[src/rtl/sprite_pkg.sv]
// Shared definitions for the sprite draw scheduler: sprite ROM word layout,
// default screen geometry and the scheduler FSM state encoding.
package sprite_pkg;

  // Sprite ROM word: [15] rsvd, [14:12] colour, [11:8] dy, [7:4] dx, [3:1] rsvd, [0] valid
  localparam int COL_HI    = 14;
  localparam int COL_LO    = 12;
  localparam int DY_HI     = 11;
  localparam int DY_LO     = 8;
  localparam int DX_HI     = 7;
  localparam int DX_LO     = 4;
  localparam int VALID_BIT = 0;

  localparam int SCREEN_W_DEFAULT = 160;
  localparam int SCREEN_H_DEFAULT = 120;

  typedef enum logic [2:0] {
    IDLE   = 3'd0,
    RUN    = 3'd1,
    DRAIN1 = 3'd2,
    DRAIN2 = 3'd3,
    DONE   = 3'd4
  } state_t;

endpackage

[src/rtl/rr_arbiter.sv]
// Combinational round-robin picker: the first active request at or after ptr
// (wrapping) wins; nothing is granted while en is low.
module rr_arbiter #(
  parameter int NUM_REQ = 4,
  parameter int IDX_W   = (NUM_REQ > 1) ? $clog2(NUM_REQ) : 1
) (
  input  logic [NUM_REQ-1:0] req,
  input  logic [IDX_W-1:0]   ptr,
  input  logic               en,
  output logic [NUM_REQ-1:0] grant,
  output logic [IDX_W-1:0]   idx
);

  logic found;
  int   j;

  always_comb begin
    grant = '0;
    idx   = '0;
    found = 1'b0;
    j     = 0;
    for (int i = 0; i < NUM_REQ; i++) begin
      j = int'(ptr) + i;
      if (j >= NUM_REQ) j = j - NUM_REQ;
      if (en && !found && req[j]) begin
        found    = 1'b1;
        grant[j] = 1'b1;
        idx      = IDX_W'(j);
      end
    end
  end

endmodule

[src/rtl/sprite_draw_scheduler.sv]
// Shares one VGA pixel-write port between NUM_REQ sprite drawers: arbitrates,
// walks the winner's sprite ROM one word per cycle and emits clipped pixel writes.
module sprite_draw_scheduler
  import sprite_pkg::*;
#(
  parameter int NUM_REQ      = 4,
  parameter int SPRITE_WORDS = 220,
  parameter int ADDR_W       = 8,
  parameter int SCREEN_W     = SCREEN_W_DEFAULT,
  parameter int SCREEN_H     = SCREEN_H_DEFAULT,
  parameter int IDX_W        = (NUM_REQ > 1) ? $clog2(NUM_REQ) : 1
) (
  input  logic                 clock,
  input  logic                 reset,
  input  logic [NUM_REQ-1:0]   req,
  input  logic [NUM_REQ*8-1:0] req_x,
  input  logic [NUM_REQ*7-1:0] req_y,
  output logic [NUM_REQ-1:0]   grant,
  output logic [NUM_REQ-1:0]   done,
  output logic                 busy,
  output logic [IDX_W-1:0]     rom_sel,
  output logic [ADDR_W-1:0]    rom_addr,
  input  logic [15:0]          rom_data,
  output logic [7:0]           x,
  output logic [6:0]           y,
  output logic [2:0]           colour,
  output logic                 writeEn,
  output logic [2:0]           fsm_state
);

  state_t             state;
  logic [IDX_W-1:0]   rr_ptr;
  logic [7:0]         ox;
  logic [6:0]         oy;
  logic               rd_valid;

  logic [NUM_REQ-1:0] arb_grant;
  logic [IDX_W-1:0]   arb_idx;
  logic [7:0]         sel_x;
  logic [6:0]         sel_y;

  logic [8:0]         px;
  logic [8:0]         py;
  logic               pix_ok;
  logic               word_unused;

  assign fsm_state = state;

  rr_arbiter #(
    .NUM_REQ (NUM_REQ),
    .IDX_W   (IDX_W)
  ) u_arb (
    .req   (req),
    .ptr   (rr_ptr),
    .en    (state == IDLE),
    .grant (arb_grant),
    .idx   (arb_idx)
  );

  always_comb begin
    sel_x = '0;
    sel_y = '0;
    for (int i = 0; i < NUM_REQ; i++) begin
      if (arb_grant[i]) begin
        sel_x = req_x[8*i +: 8];
        sel_y = req_y[7*i +: 7];
      end
    end
  end

  // rd_valid marks cycles where rom_data carries a word addressed during RUN.
  assign px     = {1'b0, ox} + 9'(rom_data[DX_HI:DX_LO]);
  assign py     = {2'b00, oy} + 9'(rom_data[DY_HI:DY_LO]);
  assign pix_ok = rd_valid && rom_data[VALID_BIT] &&
                  (px < 9'(SCREEN_W)) && (py < 9'(SCREEN_H));

  assign word_unused = ^{rom_data[15], rom_data[3:1]};

  always_ff @(posedge clock) begin
    if (reset) begin
      state    <= IDLE;
      rr_ptr   <= '0;
      ox       <= '0;
      oy       <= '0;
      rd_valid <= 1'b0;
      grant    <= '0;
      done     <= '0;
      busy     <= 1'b0;
      rom_sel  <= '0;
      rom_addr <= '0;
      x        <= '0;
      y        <= '0;
      colour   <= '0;
      writeEn  <= 1'b0;
    end else begin
      done     <= '0;
      rd_valid <= (state == RUN);
      writeEn  <= pix_ok;
      if (pix_ok) begin
        x      <= px[7:0];
        y      <= py[6:0];
        colour <= rom_data[COL_HI:COL_LO];
      end

      case (state)
        IDLE: begin
          if (|req) begin
            grant    <= arb_grant;
            rom_sel  <= arb_idx;
            ox       <= sel_x;
            oy       <= sel_y;
            rom_addr <= '0;
            busy     <= 1'b1;
            state    <= RUN;
          end
        end
        RUN: begin
          if (rom_addr == ADDR_W'(SPRITE_WORDS - 1)) state <= DRAIN1;
          else rom_addr <= rom_addr + 1'b1;
        end
        DRAIN1: state <= DRAIN2;
        DRAIN2: begin
          done  <= grant;
          state <= DONE;
        end
        DONE: begin
          grant  <= '0;
          busy   <= 1'b0;
          rr_ptr <= (int'(rom_sel) == NUM_REQ - 1) ? '0 : rom_sel + 1'b1;
          state  <= IDLE;
        end
        default: state <= IDLE;
      endcase
    end
  end

endmodule

[config.mk]
export PLATFORM = sky130hd
export DESIGN_NAME = sprite_draw_scheduler
export DESIGN_NICKNAME = d
export VERILOG_FILES = /design/src/rtl/sprite_pkg.sv /design/src/rtl/rr_arbiter.sv /design/src/rtl/sprite_draw_scheduler.sv
export SDC_FILE = /design/constraint.sdc
export NUM_CORES = 1
export LEC_CHECK = 0
export ABC_AREA = 1
export BUFFER_PORTS_ARGS = -buffer_cell sky130_fd_sc_hd__buf_2
export CAP_MARGIN = 5
export CORE_AREA = 5 5 106 108
export DETAILED_ROUTE_END_ITERATION = 8
export DIE_AREA = 0 0 111 113
export PLACE_DENSITY = 0.6
export RECOVER_POWER = 25
export SYNTH_ARGS = -nofsm -noshare
export SYNTH_HDL_FRONTEND = slang
export SYNTH_HIERARCHICAL = 1
export SYNTH_SLANG_ARGS = --single-unit
[constraint.sdc]
create_clock -name clock -period 3.5 [get_ports clock]
set_input_delay 0.7 -clock clock [delete_from_list [all_inputs] [get_ports clock]]
set_output_delay 0.7 -clock clock [all_outputs]
set_load 0.01 [all_outputs]
==> results by group, run 1 <==
GRT
  – Aggregate global routing overflow: 0
  – Initial antenna violation count: 2
  – Largest net degree at the start of global routing: 32
  – First-pass GRT wire length: 19560 µm
  – GRT Util Overall: 19.01%
  – Number of global-route vias before repair: 4161

Clocking
  – Clock transition at path regs: 0.07 ns
  – Post-CTS setup buffer count: 0
  – H-tree levels: 3
  – CTS sink cnt: 59
  – Number of CTS-inserted buffers: 9
  – TritonCTS clock tree: done
  – CTS Hold Bufs: 0
  – Clock tree buffer depth: 2
  – Post-cts resize count: 0
  – Clock root cell: clkbuf_8
  – Worst skew pair latency: 0.34 ns

Final layout
  – Fillcell total: 1089
  – Final core utilization: 47.39%
  – Area growth syn-to-layout: 22.45%
  – Share of cells above drive strength 1: 21.67%
  – Final #Nets: 825

Drt
  – Routed Antenna Nets: 0
  – # DRC: 0
  – Drt wl/cell: 13.57 µm
  – Drt pass-1 iters: 4
  – Via count: 4192
  – Total wire length: 11750 µm
  – DR vias/cell: 4.841
  – DR iter-0 viols: 179

Yosys
  – Mapped cell area: 3924 µm²
  – Most numerous cell in the Yosys netlist: nand2_1
  – Synth cell types: 40
  – Most area-hungry cell type in the Yosys netlist: dfxtp_1
  – Synth top area cells: dfxtp_1 (30%), nand2_1 (15%), inv_1 (9.6%), nand3_1 (6.4%), nor2_1 (5.6%)
  – Yosys reg bits: 59
  – Register area share after synthesis: 30.10%
  – Synth warn: 6
  – Asr flop ratio synth: 0%
  – Syn Nets: 704
  – Mean Syn Cell Area: 6.507 µm²
  – Number of flops mapped to enable cells by yosys: 0
  – Share of the synthesized area in the top cell type: 30.10%
  – Synth cell count leaders: nand2_1 (153), inv_1 (100), dfxtp_1 (59), nor2_1 (59), nand3_1 (50)
  – Synth Instances: 603
  – Most used DFF post-synth: dfxtp_1

Flow run
  – MaxCap Viol Count: 0

Timing
  – Slew margin rel.: 44.04%
  – Final setup fails: 0
  – RSZ-0062 raised after global routing: false
  – F_max: 0.3205 GHz
  – Fin. Hold Viols: 0
  – Measured slew at the worst slew-check pin: 0.8394 ns
  – Final Cycle Share: 89.15%
  – Final count of pins violating max slew: 0
  – Tmin final: 3.120 ns
  – Final Skew: 0.01200 ns
  – Final setup TNS: 0 ns

Power and ir drop
  – Power share of the clock group: 24.6%
  – LEAKAGE: 2.421 nW
  – Internal power: 1.343 mW
  – Reg power frac: 36.4%
  – Net switching power figure: 0.9193 mW
  – Combinational fraction of design power: 39.1%
  – Peak VDD IR: 255.8 µV
  – Sw frac: 40.64%
  – Pwr dens: 470.8 nW/µm²

Floorplanning
  – Core Rows: 37
  – Die width: 111 µm
  – Core footprint: 10140 µm²
  – Initial core utilization: 38.70%
  – Die height: 113 µm
  – Die area: 12540 µm²
  – Io pins: 123

Run status
  – Status: finished, final reports clean

Setup path
  – CP max stage delay: 0.59 ns
  – Worst Path Arrival: 3.32 ns
  – CP Max Fanout: 12
  – CP Buf/Inv Count: 4
  – Crit end category: register
  – Reg2Reg Setup Slack: 0.38 ns
  – Worst setup SP type: register
  – Slowest stage cell, crit path: dfxtp_1
  – Worst flop-to-flop path endpoint: ox[6]
  – CP top delay family: simple AND/OR/NAND/NOR gates
  – CP cell instances: inv_2 > ha_1 > inv_1 > nand3_2 > nand2_2 > inv_2 > nor2_4 > nand3_1 > nand3_1 > nor2_1 > buf_4 > a221oi_1 > o21ai_0 > nand2_1 > o21ai_0
  – Setup Crit Path Kind: reg2reg
  – FF-to-FF path depth: 15
  – Critical Path RT: 3.70 ns
  – Worst R2R Start: rr_ptr[0]

Placed design
  – Hpwl dp: 9136 µm
  – Port bufs: 118
  – Placer Congestion: 0.8519

Min path
  – Worst Hold Launch: grant[1]
  – Hold Crit Class: reg2reg
  – Hold depth: 2
  – Endpoint, Worst Hold: done[1]
[worst register-to-register path: stages, from the launching register on]
cell,delay [ns]
dfxtp_1,0.59
inv_2,0.19
ha_1,0.38
inv_1,0.12
nand3_2,0.17
nand2_2,0.10
inv_2,0.04
nor2_4,0.24
nand3_1,0.11
nand3_1,0.13
nor2_1,0.07
buf_4,0.18
a221oi_1,0.37
o21ai_0,0.14
nand2_1,0.08
o21ai_0,0.06
[area by class of cell]
type	count	area, µm²	area share (%)
Multi-Input combinational cell	422	2248	46.80
Sequential cell	59	1181	24.58
Timing Repair Buffer	128	641.9	13.36
Inverter	104	390.4	8.125
Tap cell	136	170.2	3.542
Clock buffer	11	141.4	2.943
Clock inverter	5	28.78	0.5990
Antenna cell	1	2.502	0.05208
[per-stage QoR]
step	setup WS, ns	area, µm²	cells	hold slack (ns)	power, mW
after floorplan	0.7162	3924	603	0.4322	1.434
after global placement	0.4701	4656	849	0.4494	1.715
after detailed placement	0.4236	4656	849	0.4424	1.727
after CTS	0.4080	4826	865	0.4670	2.289
after global routing	0.03282	4805	866	0.4972	2.445
final	0.3799	4805	866	0.4596	2.262
[cell families after synthesis]
group | synth area share, %
simple gates | 38.87
buf+inv | 12.60
compound gates | 10.65
flops | 30.10
fa+ha+maj | 6.441
xor+xnor | 1.339
[how the worst max path moves through the flow]
| stage | startpoint | to | slack [ns] | cells past startpoint |
|---|---|---|---|---|
| 3_3_place_gp | rr_ptr[0] | oy[4] | 0.47 | 14 |
| 2_1_floorplan | rr_ptr[0] | ox[7] | 0.72 | 17 |
| 6_report | rr_ptr[0] | ox[6] | 0.38 | 15 |
| 3_5_place_dp | rr_ptr[0] | ox[6] | 0.42 | 15 |
| 4_1_cts | rr_ptr[0] | ox[6] | 0.41 | 15 |
| 5_1_grt | rr_ptr[0] | ox[6] | 0.03 | 15 |
[power by group through the flow]
stage	combinational, mW	sequential, mW	clock, mW
global route	1.01	0.835	0.598
CTS	0.896	0.822	0.571
floorplan	0.590	0.845	0
finish	0.884	0.822	0.556
detailed placement	0.892	0.835	0
global placement	0.881	0.834	0
[state kept, by name, indices dropped and copies added, names as in the netlist]
signal and cells:
x 8, fsm_state 3, y 7, done 4, writeEn 1, busy 1
rom_sel 2, rom_addr 8, rr_ptr 2, oy 7, colour 3, ox 8
grant 4, rd_valid 1
[cell usage in the layout (no fill, tap or decap), drive strengths merged, types with 12 or more instances in the layout]
cell,synthesis,final
nand3,55,55
dfxtp,59,59
o21ai,27,27
clkbuf,9,30
inv,104,104
buf,9,109
nor2,63,63
nand2,172,172
nand4,25,25
a21oi,12,12
ha,17,17
[per-layer routing]
| metal | global-route usage (%) | routed length (µm) | up-vias |
|---|---|---|---|
| met3 | 5.829 | 960 | 22 |
| met1 | 23.37 | 5130 | 1866 |
| li1 | - | - | 2176 |
| met5 | 0 | 9 | - |
| met4 | 6.732 | 231 | 2 |
| met2 | 31.63 | 5421 | 126 |
Power figures use the tool's default switching activity.
==> run 2, diff against run 1 <==
==> constraint.sdc (replaced) <==
create_clock -name clock -period 3.5 [get_ports clock]
set_input_delay 0.7 -clock clock [delete_from_list [all_inputs] [get_ports clock]]
set_output_delay 0.7 -clock clock [all_outputs]
set_load 0.1 [all_outputs]
==> run 2 against run 1 <==
First-iteration DRC count grew 1.1%. Worst hold slack barely moved. Critical path type unchanged. Via count decreased by 0.14%. Critical endpoint unchanged.
==> results by group, run 2 (synthesis gave the netlist of run 1 again) <==
Run status
  – Status: finished, final reports clean

Min path
  – Worst Hold Launch: grant[1]
  – Endpoint, Worst Hold: done[1]
  – Hold Crit Class: reg2reg
  – Hold depth: 2 (unchanged)

Setup path
  – FF-to-FF path depth: 15 (unchanged)
  – Worst Path Arrival: 3.32 ns (about the same)
  – Worst setup SP type: register
  – Worst R2R Start: rr_ptr[0]
  – CP top delay family: simple AND/OR/NAND/NOR gates
  – CP Buf/Inv Count: 4 (unchanged)
  – CP Max Fanout: 12 (unchanged)
  – Reg2Reg Setup Slack: 0.38 ns (about the same)
  – Setup Crit Path Kind: reg2reg
  – Crit end category: register
  – CP max stage delay: 0.59 ns (about the same)
  – CP cell instances: inv_2 > ha_1 > inv_1 > nand3_2 > nand2_2 > inv_2 > nor2_4 > nand3_1 > nand3_1 > nor2_1 > buf_4 > a221oi_1 > o21ai_0 > nand2_1 > o21ai_0
  – Slowest stage cell, crit path: dfxtp_1
  – Critical Path RT: 3.70 ns (about the same)
  – Worst flop-to-flop path endpoint: ox[6]

GRT
  – Aggregate global routing overflow: 0 (unchanged)
  – Number of global-route vias before repair: 4161 (unchanged)
  – First-pass GRT wire length: 19560 µm (unchanged)
  – GRT busiest layer: met2
  – GRT Util Overall: 19.01% (unchanged)
  – Largest net degree at the start of global routing: 32 (unchanged)
  – GRT met1 Usage: 23.37% (unchanged)
  – Met3 Usage GRT: 5.829% (unchanged)
  – Initial antenna violation count: 2 (unchanged)
  – Grt met2 use: 31.63% (unchanged)

Final layout
  – Share of cells above drive strength 1: 21.95% (+0.27 points)
  – Layout Cells excl Fill: 866 (unchanged)
  – Fillcell total: 1085 (-0.37%)
  – Final #Nets: 825 (unchanged)
  – Most frequent cells in the layout: nand2_1 (153), buf_2 (102), inv_1 (100)
  – Area growth syn-to-layout: 22.45% (unchanged)
  – Final core utilization: 47.39% (unchanged)
  – Most common cell after layout, fill and taps aside: nand2_1
  – Largest registers: ox x8, rom_addr x8, x x8

Clocking
  – Clock tree buffer depth: 2 (unchanged)
  – CTS Hold Bufs: 0 (unchanged)
  – Clock root cell: clkbuf_8
  – Number of CTS-inserted buffers: 9 (unchanged)
  – Clock transition at path regs: 0.07 ns (about the same)
  – TritonCTS clock tree: done
  – Post-cts resize count: 0 (unchanged)
  – Post-CTS setup buffer count: 0 (unchanged)
  – H-tree levels: 3 (unchanged)
  – CTS sink cnt: 59 (unchanged)
  – Worst skew pair latency: 0.34 ns (about the same)

Timing
  – F_max: 0.3210 GHz (+0.15%)
  – Final Skew: 0.01201 ns (+0.000009000 ns)
  – Final count of pins violating max slew: 0 (unchanged)
  – Final setup TNS: 0 ns (unchanged)
  – Fin. Hold Viols: 0 (unchanged)
  – Final Cycle Share: 89.01% (-0.13 points)
  – Final setup fails: 0 (unchanged)
  – Tmin final: 3.115 ns (-0.004659 ns)
  – Setup ws final: 0.3845 ns (+0.004659 ns)
  – RSZ-0062 raised after global routing: false
  – Measured slew at the worst slew-check pin: 1.435 ns (+0.5956 ns)
  – Slew margin rel.: 4.330% (-40 points)
  – Hold_ws: 0.4596 ns (-0.000002000 ns)

Floorplanning
  – Initial core utilization: 38.70% (unchanged)
  – Core Rows: 37 (unchanged)
  – Die area: 12540 µm² (unchanged)
  – Die width: 111 µm (unchanged)
  – Core footprint: 10140 µm² (unchanged)
  – Io pins: 123 (unchanged)
  – Die height: 113 µm (unchanged)

Drt
  – DR iter-0 viols: 181 (+1.1%)
  – # DRC: 0 (unchanged)
  – Total wire length: 11730 µm (-0.18%)
  – Drt wl/cell: 13.55 µm (-0.18%)
  – Routed Antenna Nets: 0 (unchanged)
  – Drt pass-1 iters: 4 (unchanged)
  – DR vias/cell: 4.834 (-0.14%)
  – Via count: 4186 (-0.14%)

Placed design
  – Pre-CTS setup slack: 0.4236 ns (unchanged)
  – Placer Congestion: 0.8519 (unchanged)
  – Dpl cells: 849 (unchanged)
  – Port bufs: 118 (unchanged)
  – Hpwl dp: 9136 µm (unchanged)

Power and ir drop
  – LEAKAGE: 2.430 nW (+0.37%)
  – Peak VDD IR: 309.5 µV (+21%)
  – Pwr dens: 535.4 nW/µm² (+14%)

Flow run
  – MaxCap Viol Count: 0 (unchanged)
[run 2: changes by cell type in the layout (fill, tap and decap cells not counted), sizes merged]
| cell | delta |
|---|---|
| buf | +2 |
| clkbuf | -2 |
[run 2: area by class of cell]
cell class	count	area [µm²]	area share [%]
Antenna cell	1	2.502	0.05208
Clock buffer	11	141.4	2.943
Clock inverter	5	28.78	0.5990
Inverter	104	390.4	8.125
Multi-Input combinational cell	422	2248	46.80
Sequential cell	59	1181	24.58
Tap cell	136	170.2	3.542
Timing Repair Buffer	128	641.9	13.36
[run 2: worst max-delay path by stage]
stage,depth (start not counted),endpoint,slack (ns),start
2_1_floorplan,15,ox[0],0.61,fsm_state[2]
3_3_place_gp,14,oy[4],0.47,rr_ptr[0]
3_5_place_dp,15,ox[6],0.42,rr_ptr[0]
4_1_cts,15,ox[6],0.41,rr_ptr[0]
5_1_grt,15,ox[6],0.03,rr_ptr[0]
6_report,15,ox[6],0.38,rr_ptr[0]
[run 2: per-stage QoR]
stage | power (mW) | area, µm²
6_report | 2.572 | 4805
5_1_grt | 2.755 | 4805
4_1_cts | 2.598 | 4826
3_5_place_dp | 2.037 | 4656
3_3_place_gp | 2.025 | 4656
2_1_floorplan | 1.743 | 3924
[run 2: report_power, final]
part / internal, mW / switching, mW
registers: 0.758 / 0.0642
logic: 0.313 / 0.881
clock network: 0.273 / 0.284
[run 2: tightest hold or removal path, cell delays in order (launching register included)]
cell,delay [ns]
dfxtp_1,0.31
inv_1,0.07
nor2_1,0.05
[run 2: metal layers]
layer	routed length [µm]	share of wire, %
met1	5184	44
met2	5404	46
met3	892	7.6
met4	240	2.0
met5	9	0.077
